**config.mk**
```make
export PLATFORM = sky130hd
export DESIGN_NAME = mem_ctrl
export DESIGN_NICKNAME = d
export VERILOG_FILES = /design/src/rtl/mem_pkg.sv /design/src/rtl/mem_wdog.sv /design/src/rtl/mem_ctrl.sv
export SDC_FILE = /design/constraint.sdc
export NUM_CORES = 1
export LEC_CHECK = 0
export BUFFER_PORTS_ARGS = -buffer_cell sky130_fd_sc_hd__buf_2
export CORE_MARGIN = 1.5
export CORE_UTILIZATION = 43
export CTS_CLUSTER_SIZE = 40
export DETAILED_ROUTE_END_ITERATION = 10
export HOLD_SLACK_MARGIN = 0.15
export PLACE_DENSITY_LB_ADDON = 0.3
export SYNTH_ARGS = -nofsm -noshare
export SYNTH_HDL_FRONTEND = slang
export SYNTH_SLANG_ARGS = --single-unit
```
**constraint.sdc**
```tcl
create_clock -name CLK -period 1.7 [get_ports CLK]
set_input_delay 0.255 -clock CLK [delete_from_list [all_inputs] [get_ports CLK]]
set_output_delay 0.255 -clock CLK [all_outputs]
set_load 0.01 [all_outputs]
```
**src/rtl/mem_pkg.sv**
```systemverilog
// Shared definitions for the memory access sequencer and its control unit:
// FSM state encodings, default bus widths and the rnw polarity constants.
package mem_pkg;

  localparam int ADDR_W_DEF = 8;
  localparam int DATA_W_DEF = 8;

  localparam logic READ  = 1'b1;
  localparam logic WRITE = 1'b0;

  typedef enum logic [1:0] {
    IDLE    = 2'd0,
    SETUP   = 2'd1,
    WAIT    = 2'd2,
    RELEASE = 2'd3
  } state_t;

endpackage

```
**src/rtl/mem_wdog.sv**
```systemverilog
// Saturating MFC watchdog counter. Besides expired (count == TIMEOUT) it flags
// the last count before expiry so the sequencer can stop exactly on the limit.
module mem_wdog #(
  parameter int TIMEOUT = 15
) (
  input  logic CLK,
  input  logic RST,
  input  logic clear,
  input  logic inc,
  output logic expired,
  output logic penult
);

  localparam int CW = $clog2(TIMEOUT + 1);
  localparam logic [CW-1:0] LIMIT = CW'(TIMEOUT);

  logic [CW-1:0] count_reg;
  logic [CW-1:0] count_next;

  always_comb begin
    count_next = count_reg;
    if (clear)
      count_next = '0;
    else if (inc && (count_reg != LIMIT))
      count_next = count_reg + 1'b1;
  end

  always_ff @(posedge CLK or posedge RST) begin
    if (RST) count_reg <= '0;
    else     count_reg <= count_next;
  end

  assign expired = (count_reg == LIMIT);
  assign penult  = (count_reg == LIMIT - 1'b1);

endmodule

```
**src/rtl/mem_ctrl.sv**
```systemverilog
// Initiator side of the CPU-RAM handshake: latches a single-beat request,
// drives MAR/rnw/bus/enable, waits for MFC rise and fall, reports done/err.
module mem_ctrl
  import mem_pkg::*;
#(
  parameter int ADDR_W  = ADDR_W_DEF,
  parameter int DATA_W  = DATA_W_DEF,
  parameter int TIMEOUT = 15
) (
  input  logic              CLK,
  input  logic              RST,
  input  logic              req,
  input  logic              req_rnw,
  input  logic [ADDR_W-1:0] req_addr,
  input  logic [DATA_W-1:0] req_wdata,
  output logic              busy,
  output logic              done,
  output logic              err,
  output logic [DATA_W-1:0] rdata,
  output logic [ADDR_W-1:0] MAR,
  output logic              enable,
  output logic              rnw,
  output logic [DATA_W-1:0] bus,
  input  logic [DATA_W-1:0] MBR,
  input  logic              MFC
);

  state_t            state_reg, state_next;
  logic [ADDR_W-1:0] mar_reg, mar_next;
  logic [DATA_W-1:0] bus_reg, bus_next;
  logic [DATA_W-1:0] rdata_reg, rdata_next;
  logic              rnw_reg, rnw_next;
  logic              enable_reg, enable_next;
  logic              busy_reg, busy_next;
  logic              done_reg, done_next;
  logic              err_reg, err_next;

  logic wd_clear, wd_inc, wd_expired, wd_penult;
  logic limit_hit;

  mem_wdog #(.TIMEOUT(TIMEOUT)) u_wdog (
    .CLK     (CLK),
    .RST     (RST),
    .clear   (wd_clear),
    .inc     (wd_inc),
    .expired (wd_expired),
    .penult  (wd_penult)
  );

  // This increment is the one that lands the counter on TIMEOUT.
  assign limit_hit = wd_penult | wd_expired;

  always_comb begin
    state_next  = state_reg;
    mar_next    = mar_reg;
    bus_next    = bus_reg;
    rdata_next  = rdata_reg;
    rnw_next    = rnw_reg;
    enable_next = enable_reg;
    done_next   = 1'b0;
    err_next    = 1'b0;
    wd_clear    = 1'b0;
    wd_inc      = 1'b0;
    case (state_reg)
      IDLE: begin
        if (req) begin
          mar_next   = req_addr;
          rnw_next   = req_rnw;
          bus_next   = req_wdata;
          state_next = SETUP;
        end
      end
      SETUP: begin
        enable_next = 1'b1;
        wd_clear    = 1'b1;
        state_next  = WAIT;
      end
      WAIT: begin
        if (MFC) begin
          enable_next = 1'b0;
          if (rnw_reg == READ) rdata_next = MBR;
          wd_clear   = 1'b1;
          state_next = RELEASE;
        end else begin
          wd_inc = 1'b1;
          if (limit_hit) begin
            enable_next = 1'b0;
            done_next   = 1'b1;
            err_next    = 1'b1;
            state_next  = IDLE;
          end
        end
      end
      RELEASE: begin
        if (!MFC) begin
          done_next  = 1'b1;
          state_next = IDLE;
        end else begin
          wd_inc = 1'b1;
          if (limit_hit) begin
            done_next  = 1'b1;
            err_next   = 1'b1;
            state_next = IDLE;
          end
        end
      end
      default: state_next = IDLE;
    endcase
    busy_next = (state_next != IDLE);
  end

  always_ff @(posedge CLK or posedge RST) begin
    if (RST) begin
      state_reg  <= IDLE;
      mar_reg    <= '0;
      bus_reg    <= '0;
      rdata_reg  <= '0;
      rnw_reg    <= READ;
      enable_reg <= 1'b0;
      busy_reg   <= 1'b0;
      done_reg   <= 1'b0;
      err_reg    <= 1'b0;
    end else begin
      state_reg  <= state_next;
      mar_reg    <= mar_next;
      bus_reg    <= bus_next;
      rdata_reg  <= rdata_next;
      rnw_reg    <= rnw_next;
      enable_reg <= enable_next;
      busy_reg   <= busy_next;
      done_reg   <= done_next;
      err_reg    <= err_next;
    end
  end

  assign MAR    = mar_reg;
  assign bus    = bus_reg;
  assign rdata  = rdata_reg;
  assign rnw    = rnw_reg;
  assign enable = enable_reg;
  assign busy   = busy_reg;
  assign done   = done_reg;
  assign err    = err_reg;

endmodule

```
==> results.toml <==
[status]
outcome = "finished, final reports clean"

[grt]
grt_overflow = 0
antenna_found_initial = 0
grtUsageTotal = 0.176
grt_pass1_wl_mm = 5.38
grt_pass1_vias = 1269
grt_start_max_net_pins = 36

[detailed_routing]
drtPass1Iterations = 6
routed_via_density = 4.92
ant_nets = 0
finalWirelength_mm = 3.28
drcViolationCount = 0
drtIter0Drc = 22
vias = 1241
wl_per_cell_um = 13.0

[timing]
setup_viol_count_final = 0
max_freq_mhz = 635
fin_setup_tns_ps = 0
slew_headroom = 0.721
finalHoldViolCount = 0
tightest_slew_ps = 419
finalCritPeriodShare = 0.927
fin_skew_ps = 14.9
drv_slew = 0
rsz0062_at_grt = "no"
min_period_ps = 1580

[final_layout]
final_nets = 241
multi_input_area_um2 = 626
post_route_cells_drive_above_1_share = 0.364
synthToLayoutAreaGrowth_pct = 46.3
n_fill_cell = 247
post-route-util = 0.663
final_common_cell = "buf_2"
diodes = 0
finalNonFillerCells = 252
layout_common_cells = "buf_2, dfrtp_1, dlygate4sd3_1, mux2_1, a21oi_1"
seqCellArea_um2 = 877

[yosys]
avgSynthCellArea_um2 = 13.2
syn_nets = 152
synthesis.instances = 116
synth_seq_cells = 35
synth-main-ff-cell = "dfrtp_1"
synth_edf_count = 0
synthesis.area_um2 = 1540
yosys_warnings = 0
synth_cell_type_count = 27
ys_seq_area_frac = 0.571
ys_async_sr_fraction = 1.00

[cts]
cts_sinks = 35
cts_tree = "done"
ctsLongestPathBuffers = 2
cts_made_buffers = 5
cts-root-buf = "clkbuf_4"
cts_setup_buffers = 0
clkLatencyLatePin_ps = 350
clk_pin_slew_worst_paths_ps = 110
cts.htree.levels = 2

[setup_path]
cp.required_ps = 1940
arrival_ps = 1820
crit_type = "flip-flop to flip-flop"
start_kind = "flip-flop"
path_max_fanout = 8
endpoint_kind = "flip-flop"

[power_and_ir_drop]
powerDensity_nw_per_um2 = 1560
ir_drop_v = 0.000749
leakage_nw = 1.10

[die]
io_pins = 58
start_util = 0.453
fp.dieW_um = 62.8
coreArea_um2 = 3390
die_y_um = 62.8
die_area_um2 = 3940
num_rows = 21

[placement]
dp_cells = 219
place.detailed.hpwl_mm = 2.23
gp_congestion = 0.698
io_buffers = 57

[run]
max_cap_violations = 0

[worst_hold_path]
min_path_type = "input pin to flip-flop"
## metrics by stage
stage	total power, mW	hold slack, ps	area [um^2]	worst slack [ps]
floorplan	2.20	387	1540	127
global placement	2.65	360	1880	122
detailed placement	2.72	375	1880	25.9
CTS	3.51	164	2230	12.1
global route	3.75	169	2250	16.7
finish	3.50	166	2250	124
## kinds of logic (layout without fill, tap and decap cells)
kind of cell / count (synthesis) / count (layout) / synth area share
simple gates: 16 / 16 / 0.0562
fa+ha+maj: 7 / 7 / 0.0570
compound gates: 23 / 23 / 0.0945
flops: 35 / 35 / 0.571
mux: 26 / 26 / 0.192
buf+inv: 9 / 99 / 0.0285
## synthesized netlist by cell type (2+ instances only)
cell type / count / area [um^2]
a21oi_1: 7 / 35.0
buf_2: 2 / 10.0
dfrtp_1: 34 / 851
ha_1: 7 / 87.6
inv_1: 6 / 22.5
mux2_1: 22 / 248
mux2_2: 3 / 33.8
nand2_1: 3 / 11.3
nor2_1: 4 / 15.0
o211ai_1: 2 / 15.0
o21ai_0: 4 / 20.0
o21ai_1: 3 / 15.0
o31ai_1: 2 / 15.0
or3_1: 4 / 25.0
## report_power, final
part	total (mW)	switching (mW)	internal, mW
clock network	0.732	0.274	0.457
logic	1.35	0.681	0.670
registers	1.42	0.211	1.21
## cell type report
class,count,share of cell area
Clock buffer,5,0.0167
Clock inverter,3,0.0301
Inverter,6,0.0100
Multi-Input combinational cell,72,0.279
Sequential cell,35,0.391
Tap cell,46,0.0256
Timing Repair Buffer,85,0.248
## worst max-delay path, cell delays in order (launching register included)
cell and delay, ps:
dfrtp_1 440, inv_1 140, ha_2 290, nand3_2 230, mux2_1 370
## repair_timing
item | in CTS | in global routing
resized for setup | 0 | 2
hold buffers | 25 | 0
hold endpoints to repair | 58 | 0
setup endpoints to repair | 0 | 12
## final timing paths
check	from	to	slack [ps]	cells after the start
max reg2reg	state_reg[0]	rdata[3]	120	4
min	MBR[0]	rdata[0]	170	2
min in group asynchronous	RST	MAR[5]	540	4
max in group asynchronous	RST	rnw	830	4
min reg2reg	bus[6]	bus[6]	500	1
max	state_reg[0]	rdata[3]	120	4
## layer usage
layer  track usage  up-vias  share of wire
li1              -      595              -
met1         0.191      605           0.43
met2         0.317       36           0.51
met3        0.0559        5          0.044
met4        0.0667        0          0.016
met5             0        -              0
Power figures use the tool's default switching activity.
